==> config.mk <==
export PLATFORM = sky130hd
export DESIGN_NAME = phase_ser_load
export DESIGN_NICKNAME = d
export VERILOG_FILES = /design/src/rtl/phvl_pkg.sv /design/src/rtl/ser_tick.sv /design/src/rtl/phase_ser_load.sv
export SDC_FILE = /design/constraint.sdc
export NUM_CORES = 1
export LEC_CHECK = 0
export BUFFER_PORTS_ARGS = -buffer_cell sky130_fd_sc_hd__buf_2
export CAP_MARGIN = 20
export CORE_ASPECT_RATIO = 1.4
export CORE_MARGIN = 4
export CORE_UTILIZATION = 37
export CTS_BUF_LIST = sky130_fd_sc_hd__clkbuf_8
export DETAILED_ROUTE_END_ITERATION = 8
export GPL_TIMING_DRIVEN = 0
export PLACE_DENSITY_LB_ADDON = 0.08
export SETUP_SLACK_MARGIN = 0.4
export SLEW_MARGIN = 20
export SYNTH_ARGS = -nofsm -noshare
export SYNTH_HDL_FRONTEND = slang
export SYNTH_SLANG_ARGS = --single-unit
==> constraint.sdc <==
create_clock -name clk -period 5.2 [get_ports clk]
set_clock_uncertainty 0.05 [all_clocks]
set_input_delay 0.26 -clock clk [delete_from_list [all_inputs] [get_ports clk]]
set_output_delay 0.26 -clock clk [all_outputs]
set_load 0.01 [all_outputs]
==> src/rtl/phvl_pkg.sv <==
// Shared types and constants for the phase-word serial loader.
// Define PHVL_PARITY_EN to append an odd-parity bit to every shifted element.
package phvl_pkg;

    typedef enum logic [1:0] {
        FILL  = 2'd0,
        SHIFT = 2'd1,
        LATCH = 2'd2
    } state_e;

    localparam int PH_W_DEF = 5;

`ifdef PHVL_PARITY_EN
    localparam int PARITY_BITS = 1;
`else
    localparam int PARITY_BITS = 0;
`endif

    localparam int BITS_PER_WORD = PH_W_DEF + PARITY_BITS;

    function automatic int bits_per_word(input int ph_w);
        return ph_w + PARITY_BITS;
    endfunction

endpackage

==> src/rtl/ser_tick.sv <==
// Bit-period sequencer: marks the last cycle of each serial bit and drives a
// registered serial clock that is high for the second half of the period.
module ser_tick #(
    parameter int CLK_DIV = 4
) (
    input  logic clk,
    input  logic rst,
    input  logic en,
    output logic tick,
    output logic sclk
);
    localparam int               PH_CW   = $clog2(CLK_DIV);
    localparam logic [PH_CW-1:0] LAST_PH = PH_CW'(CLK_DIV - 1);
    localparam logic [PH_CW-1:0] HALF_PH = PH_CW'(CLK_DIV / 2);

    logic [PH_CW-1:0] phase_q;
    logic [PH_CW-1:0] phase_d;

    // Phase parks at 0 while disabled, so every shift starts on a fresh period.
    always_comb begin
        // NOTE: default first so no path through this block leaves phase_d unassigned (no latch).
        phase_d = '0;
        if (en && phase_q != LAST_PH) begin
            phase_d = phase_q + PH_CW'(1);
        end
    end

    assign tick = en && (phase_q == LAST_PH);

    always_ff @(posedge clk or negedge rst) begin
        if (!rst) begin
            phase_q <= '0;
            sclk    <= 1'b0;
        end else begin
            // NOTE: non-blocking so both registers sample the pre-edge phase.
            phase_q <= phase_d;
            sclk    <= (phase_d >= HALF_PH);
        end
    end

endmodule

==> src/rtl/phase_ser_load.sv <==
// Buffers one frame of phase words, shifts it into the T/R-module chain and strobes latch.
// Define PHVL_PARITY_EN to append an odd-parity bit after each element's LSB.
module phase_ser_load
    import phvl_pkg::*;
#(
    parameter int N_ELEM  = 16,
    parameter int PH_W    = PH_W_DEF,
    parameter int CLK_DIV = 4
) (
    input  logic            clk,
    input  logic            rst,
    input  logic            ph_valid,
    input  logic [PH_W-1:0] ph_in,
    output logic            ph_ready,
    input  logic            flush,
    output logic            sclk_o,
    output logic            sdata_o,
    output logic            latch_o,
    output logic            busy,
    output logic            done
);
    localparam int BPW    = bits_per_word(PH_W);
    localparam int N_BITS = N_ELEM * BPW;
    localparam int IDX_W  = $clog2(N_ELEM);
    localparam int CNT_W  = $clog2(N_BITS);
    localparam int POS_W  = (BPW > 1) ? $clog2(BPW) : 1;
    localparam int LAT_W  = $clog2(CLK_DIV);

    localparam logic [IDX_W-1:0] LAST_IDX = IDX_W'(N_ELEM - 1);
    localparam logic [CNT_W-1:0] LAST_BIT = CNT_W'(N_BITS - 1);
    localparam logic [POS_W-1:0] LAST_POS = POS_W'(BPW - 1);
    localparam logic [LAT_W-1:0] LAST_LAT = LAT_W'(CLK_DIV - 1);

    state_e           state_q;
    state_e           state_d;
    logic [IDX_W-1:0] wr_idx_q;
    logic [IDX_W-1:0] elem_q;
    logic [POS_W-1:0] bpos_q;
    logic [CNT_W-1:0] bit_cnt_q;
    logic [LAT_W-1:0] lat_cnt_q;
    logic [PH_W-1:0]  frame_mem [N_ELEM];

    logic             accept;
    logic             last_word;
    logic             tick;
    logic             last_bit;
    logic             lat_end;
    logic             shifting;
    logic             last_pos;
    logic [IDX_W-1:0] nxt_elem;
    logic [POS_W-1:0] nxt_pos;
    logic             nxt_bit;

    // Serial order within an element: data MSB..LSB, then the optional parity bit.
    function automatic logic word_bit(input logic [PH_W-1:0] w, input logic [POS_W-1:0] pos);
        logic b;
        b = 1'b0;
        for (int i = 0; i < PH_W; i++) begin
            if (pos == POS_W'(PH_W - 1 - i)) b = w[i];
        end
`ifdef PHVL_PARITY_EN
        if (pos == POS_W'(PH_W)) b = ~^w;
`endif
        return b;
    endfunction

    assign shifting  = (state_q == SHIFT);
    assign accept    = (state_q == FILL) && ph_valid && !flush;
    assign last_word = accept && (wr_idx_q == LAST_IDX);
    assign last_bit  = tick && (bit_cnt_q == LAST_BIT);
    assign lat_end   = (state_q == LATCH) && (lat_cnt_q == LAST_LAT);

    ser_tick #(
        .CLK_DIV(CLK_DIV)
    ) u_tick (
        .clk (clk),
        .rst (rst),
        .en  (shifting),
        .tick(tick),
        .sclk(sclk_o)
    );

    always_comb begin
        state_d = state_q;
        case (state_q)
            FILL:    if (last_word) state_d = SHIFT;
            SHIFT:   if (last_bit)  state_d = LATCH;
            LATCH:   if (lat_end)   state_d = FILL;
            default:                state_d = FILL;
        endcase
    end

    // Elements leave highest index first, so buf[0] ends nearest the chain input.
    always_comb begin
        last_pos = (bpos_q == LAST_POS);
        nxt_elem = last_pos ? elem_q - IDX_W'(1) : elem_q;
        nxt_pos  = last_pos ? '0 : bpos_q + POS_W'(1);
        nxt_bit  = word_bit(frame_mem[nxt_elem], nxt_pos);
    end

    // NOTE: the frame buffer has no reset; every slot is rewritten before it is shifted.
    always_ff @(posedge clk) begin
        if (accept) frame_mem[wr_idx_q] <= ph_in;
    end

    always_ff @(posedge clk or negedge rst) begin
        if (!rst) begin
            state_q   <= FILL;
            wr_idx_q  <= '0;
            elem_q    <= '0;
            bpos_q    <= '0;
            bit_cnt_q <= '0;
            lat_cnt_q <= '0;
            ph_ready  <= 1'b1;
            sdata_o   <= 1'b0;
            latch_o   <= 1'b0;
            busy      <= 1'b0;
            done      <= 1'b0;
        end else begin
            state_q  <= state_d;
            ph_ready <= (state_d == FILL);
            busy     <= (state_d != FILL);
            latch_o  <= (state_d == LATCH);
            done     <= lat_end;

            case (state_q)
                FILL: begin
                    if (flush) begin
                        wr_idx_q <= '0;
                    end else if (accept) begin
                        wr_idx_q <= last_word ? '0 : wr_idx_q + IDX_W'(1);
                    end
                    // The last word is still on ph_in, so its MSB is taken straight from the port.
                    if (last_word) begin
                        elem_q    <= LAST_IDX;
                        bpos_q    <= '0;
                        bit_cnt_q <= '0;
                        sdata_o   <= ph_in[PH_W-1];
                    end
                end
                SHIFT: begin
                    if (tick) begin
                        if (last_bit) begin
                            sdata_o <= 1'b0;
                        end else begin
                            elem_q    <= nxt_elem;
                            bpos_q    <= nxt_pos;
                            bit_cnt_q <= bit_cnt_q + CNT_W'(1);
                            sdata_o   <= nxt_bit;
                        end
                    end
                end
                LATCH: begin
                    lat_cnt_q <= lat_end ? '0 : lat_cnt_q + LAT_W'(1);
                end
                default: ;
            endcase
        end
    end

endmodule

==> impl_metrics.toml, run 1 <==
[die]
die_w_um = 108
initial_core_util_pct = 38.3
num_io_pins = 15
die_h_um = 148
core_um2 = 13500
num_rows = 50
die-area_um2 = 16000

[global_routing]
grt_max_degree = 30
grt_util_all_layers_pct = 16.3
grt_pass1_vias = 3204
grt-ovfl-total = 0
antenna_found_initial = 0
grt_pass1_wl_um = 19100

[synth]
synth.avg_cell_area_um2 = 13.4
yosysSeqAreaShare_pct = 60.5
synth-edff-count = 80
synth_ff_type = "edfxtp_1"
netlist_area_um2 = 5170
synth_seq_cells = 109
async_reset_ff_share_pct = 26.6
synthTopCellsByArea = "edfxtp_1, dfrtp_1, mux4_2, mux2i_1, nand2_1"
synth_top_cell_by_area = "edfxtp_1"
yosysWarnings = 0
synth_nets = 407
synth_top_area_share_pct = 46.4
netlist_instances = 386
synth_cell_types = 61

[worst_setup_path]
cp.required_ns = 5.40
crit_buf_inv = 5
cp-start-kind = "flop"
path_cells = "buf_2 -> buf_1 -> inv_1 -> ha_1 -> buf_2 -> buf_2 -> mux4_2 -> mux2i_1 -> nor4_1 -> a21oi_1 -> o41ai_1 -> nor4_1 -> o21ai_1"
cp_data_arrival_time_ns = 4.22
slowest_delay_ns = 0.54
end_kind = "flop"
critPathTopFamily = "buffers and inverters"
crit_top_cell = "buf_2"
crit_type = "reg -> reg"
slowest_stage = "buf_1"
worstPathMaxFanout = 10

[power]
p_leak_nw = 1.96
p_per_area_nw_per_um2 = 263
peakVddDrop_mv = 0.137

[layout]
syn_to_final_growth_pct = 9.91
drive_gt1_share_pct = 16.1
multi_input_area_um2 = 1910
diodes = 0
nNetsFinal = 433
regArea_um2 = 3130
fillCellCount = 1278
final_cell_area_um2 = 5690
layout.cells.non_filler = 599

[clock_network]
post_cts_buffers = 0
cts.sinks = 109
cts_tree = "done"
cts.clk_slew.worst_paths_ns = 0.11
clock_path_buffers = 2
numCtsBuffers = 9
cts-root-buf = "clkbuf_8"
cts_max_level = 3
clk_latency_ns = 0.37

[drt]
wire_per_inst_um = 20.4
drc_errors = 0
dr.pass1.iters = 4
viasPerCell = 5.38
totalWireLength_um = 12200
vias = 3220
ant_nets = 0
drt_iter0_drc = 191

[placed_design]
place_congestion = 0.748
port_buffers = 14
dp_hpwl_um = 8680
post_dp_cell_area_um2 = 5470
dp_slack_ns = 1.12
dp.cells = 582

[timing]
max_freq_mhz = 249
finalWorstSetupSlack_ns = 1.18
slew_headroom_pct = 35.9
post-route-period-util_pct = 77.3
slew_violations = 0
setup_violations = 0
worst_slew_pin_slew_ns = 0.954
hold_ws_ns = 0.0854
rsz0062_at_grt = "no"
tns_ns = 0
hold_violations = 0
fin_crit_ns = 4.02

[min_path]
hp-class = "in -> reg"

[run]
drv_cap = 0

[run_status]
status = "completed"
worst reg2reg max path: cells and delay by family, from the launching register on:
| kind | cells | cell delay [ns] |
|---|---|---|
| mux | 2 | 0.73 |
| simple gates | 2 | 0.56 |
| buf+inv | 5 | 1.43 |
| fa+ha+maj | 1 | 0.30 |
| flops | 1 | 0.33 |
| compound gates | 3 | 0.50 |
where the power goes:
group	leakage (nW)	switching, W	internal, W	total, W
clock network	0.106	0.000312	0.000230	0.000542
logic	0.780	0.0000154	0.00000358	0.0000190
registers	1.07	0	0.000933	0.000933
total	1.96	0.000327	0.00117	0.00149
metal layers:
metal	global-route usage (%)	up-vias	share of wire, %
met4	5.69	0	1.8
li1	-	1507	-
met1	22.0	1641	43
met3	2.75	12	3.4
met5	0	-	0
met2	26.6	60	51
cell type report:
class / instances / share of cell area [%]
Sequential cell: 109 / 55.0
Inverter: 9 / 0.594
Tap cell: 182 / 4.00
Clock inverter: 7 / 1.43
Clock buffer: 9 / 2.18
Timing Repair Buffer: 15 / 1.41
Multi-Input combinational cell: 249 / 33.5
Buffer: 19 / 1.83
kinds of logic (layout without fill, tap and decap cells):
| kind of cell | after synthesis | after routing | share of synthesized area [%] |
|---|---|---|---|
| AOI/OAI and AO/OA | 65 | 65 | 8.22 |
| xor gates and xnor gates | 10 | 10 | 2.20 |
| adders and majority gates | 12 | 12 | 2.90 |
| buffers and inverters | 28 | 59 | 2.66 |
| DFF | 109 | 109 | 60.5 |
| muxes | 43 | 43 | 12.3 |
| and+or+nand+nor | 119 | 119 | 11.3 |
worst paths after layout:
kind | slack [ns] | start | endpoint | cells past startpoint
max in group asynchronous | 4.27 | rst | sdata_o | 2
worst max register to register | 1.18 | elem_q[1] | sdata_o | 13
worst min register to register | 0.39 | u_tick.phase_q[0] | u_tick.phase_q[0] | 1
worst min-delay path | 0.09 | flush | wr_idx_q[0] | 2
min in group asynchronous | 0.40 | rst | bit_cnt_q[0] | 2
worst max-delay path | 1.18 | elem_q[1] | sdata_o | 13
through the flow:
step / util [%] / total power [W]
after floorplan: - / 0.000954
after global placement: 40.5 / 0.000971
after detailed placement: 40.5 / 0.000972
after CTS: 42.1 / 0.00151
after global routing: 42.1 / 0.00155
final: 42.1 / 0.00149
Yosys cell counts (all sizes together), types with 2 or more instances:
library cell and instances:
edfxtp 80, nand2 43, dfrtp 28, mux2i 24, nor2 24, o21ai 22
mux4 16, buf 12, ha 12, nor3 12, nand3 11, a21oi 10
inv 9, a31oi 7, clkbuf 7, nand2b 6, xor2 6, nor2b 4
nor4 4, o22ai 4, xnor2 4, and2 3, mux2 3, a2111oi 2
a211oi 2, a21o 2, a22o 2, a311oi 2, a32o 2, and3 2
nor4b 2, o21a 2, or3 2
state kept, by name, indices dropped and copies added (netlist names):
| signal | flops |
|---|---|
| bit_cnt_q | 7 |
| bpos_q | 3 |
| busy | 1 |
| done | 1 |
| elem_q | 4 |
| frame_mem | 80 |
| lat_cnt_q | 2 |
| latch_o | 1 |
| ph_ready | 1 |
| sdata_o | 1 |
| state_q | 2 |
| u_tick.phase_q | 2 |
| wr_idx_q | 4 |
timing repair:
item / in CTS / in global routing
endpoints found under the hold margin: 28 / 0
hold buffers: 1 / 0
resized for setup: 0 / 0
cells in the final DEF, fill, tap and decap left out, types with 4 or more instances in the layout:
master	count
a21oi_1	9
a31oi_1	7
buf_2	19
clkbuf_1	7
clkbuf_8	9
dfrtp_1	28
edfxtp_1	80
ha_1	12
inv_1	9
mux2i_1	24
mux4_2	16
nand2_1	43
nand2b_1	6
nand3_1	11
nor2_1	23
nor2b_1	4
nor3_1	12
o21ai_0	19
o22ai_1	4
xor2_1	6
Note: power is estimated with default switching activity, not from simulation.
==> inputs of run 2 (changes only) <==
clock period = 3.8 ns   (was 5.2 ns; I/O delays follow)
==> run 2 against run 1 <==
Against the previous run:
- sequential power is 37% higher
- first-iteration DRC count is 9.4% higher
- non-clock buffer count up 5
- via count rose by 1.7%
- clock power increased by 37%
- setup slack worse by 0.61 ns
- critical endpoint unchanged
==> impl_metrics.toml, run 2 (synthesis results as in run 1) <==
[die]
die_h_um = 148
core_um2 = 13500
die_w_um = 108
initial_core_util_pct = 38.3
die-area_um2 = 16000
num_io_pins = 15
num_rows = 50

[timing]
tns_ns = 0
rsz0062_at_grt = "no"
post-route-period-util_pct = 85.1
max_freq_mhz = 309
finalWorstSetupSlack_ns = 0.567
hold_ws_ns = 0.133
setup_violations = 0
hold_violations = 0
slew_violations = 0
fin_crit_ns = 3.23
slew_headroom_pct = 35.4
worst_slew_pin_slew_ns = 0.962

[clock_network]
cts-root-buf = "clkbuf_8"
cts_tree = "done"
cts.clk_slew.worst_paths_ns = 0.11
numCtsBuffers = 9
cts_max_level = 3
clk_latency_ns = 0.37
clock_path_buffers = 2
cts.sinks = 109

[layout]
final_cell_mix = "edfxtp_1, nand2_1, dfrtp_1"
fillCellCount = 1278
multi_input_area_um2 = 1940
reg.largest.list = "frame_mem (80), bit_cnt_q (7)"
regMostFlops = "frame_mem"
mostFrequentLayoutCell = "edfxtp_1"
nNetsFinal = 438
regArea_um2 = 3130
final_cell_area_um2 = 5790
syn_to_final_growth_pct = 11.8
largest_register_ffs = 80
diodes = 0
drive_gt1_share_pct = 18.0

[power]
p_clk_share_pct = 36.2
switching_share_pct = 21.8
internal_power_w = 0.00160
p_switching_w = 0.000446
total_power_w = 0.00204
p_per_area_nw_per_um2 = 353
seqPwrFrac_pct = 62.5
peakVddDrop_mv = 0.184
p_leak_nw = 2.00
p_comb_share_pct = 1.3

[drt]
dr.pass1.iters = 5
top_layer = "met4"
wire_per_inst_um = 20.4
wl_met2_um = 6240
wl_met3_um = 419
drc_errors = 0
viasPerCell = 5.42
ant_nets = 0
m1WireLength_um = 5410
drt_iter0_drc = 209
totalWireLength_um = 12300
vias = 3276

[global_routing]
antenna_found_initial = 0
grt-ovfl-total = 0
grt_util_all_layers_pct = 16.4
grt_pass1_wl_um = 19200
grt_pass1_vias = 3206
grt_max_degree = 30

[min_path]
whs_endpoint = "frame_mem[13][3]"
hp-class = "in -> reg"
worstHoldStart = "ph_in[3]"
hold_depth = 1

[worst_setup_path]
cp_data_arrival_time_ns = 3.44
r2r-end = "sdata_o"
crit_type = "reg -> reg"
cp.required_ns = 4.01
reg2regPathDepth = 13
cp-start-kind = "flop"
rrSetupSlack_ns = 0.57
end_kind = "flop"
worstPathMaxFanout = 10
r2r-start = "elem_q[1]"

[run]
drv_cap = 0

[placed_design]
port_buffers = 14
place_congestion = 0.748
dp_slack_ns = -0.277
dp_hpwl_um = 8680
post_dp_cell_area_um2 = 5470

[run_status]
status = "completed"
-- run 2: worst max-delay path by stage --
| stage | slack (ns) | from | end | cells after the start |
|---|---|---|---|---|
| after floorplan | 0.83 | elem_q[1] | sdata_o | 12 |
| after global placement | -0.26 | elem_q[1] | sdata_o | 13 |
| after detailed placement | -0.28 | elem_q[1] | sdata_o | 13 |
| after CTS | 0.43 | bpos_q[0] | sdata_o | 10 |
| after global routing | 0.43 | bpos_q[0] | sdata_o | 10 |
| final | 0.57 | elem_q[1] | sdata_o | 13 |
-- run 2: stage by stage --
step | utilization (%) | cells
after global placement | 40.5 | 582
after global routing | 42.8 | 604
after detailed placement | 40.5 | 582
after CTS | 42.7 | 604
final | 42.8 | 604
after floorplan | - | 386
-- run 2: what timing repair did --
item | CTS | global route
pin swaps | 1 | 1
hold buffers | 2 | 0
endpoints found under the hold margin | 29 | 0
endpoints found under the setup margin | 1 | 1
buffers inserted | 4 | 0
resized for setup | 8 | 4
-- run 2: cell type report --
type / instances / share of cell area, %
timing repair buffer: 20 / 2.29
buffer: 19 / 2.05
clock inverter: 7 / 1.41
tap: 182 / 3.93
clock buffer: 9 / 2.14
sequential: 109 / 54.1
multi-input combinational: 249 / 33.5
inverter: 9 / 0.584
-- run 2: metal layers --
metal,vias to the layer above,GRT usage [%]
met4,0,5.43
met1,1668,22.4
met3,18,2.71
li1,1519,-
met5,-,0
met2,71,26.6
-- run 2: power groups by stage --
stage | Sequential (W) | Combinational (W) | Clock [W]
finish | 0.00128 | 0.0000265 | 0.000740
floorplan | 0.00130 | 0.00000156 | 0
detailed placement | 0.00130 | 0.0000263 | 0
global route | 0.00128 | 0.0000306 | 0.000817
global placement | 0.00130 | 0.0000251 | 0
CTS | 0.00128 | 0.0000278 | 0.000765
-- run 2: critical path, stage by stage, from the launching register on --
cell and delay (ns):
dfrtp_1 0.34, buf_4 0.20, buf_4 0.24, inv_1 0.08
ha_1 0.27, buf_2 0.18, buf_6 0.20, mux4_2 0.35
mux2i_2 0.26, nor4_1 0.10, a21oi_1 0.23, o41ai_1 0.15
nor4_2 0.35, o21ai_1 0.10
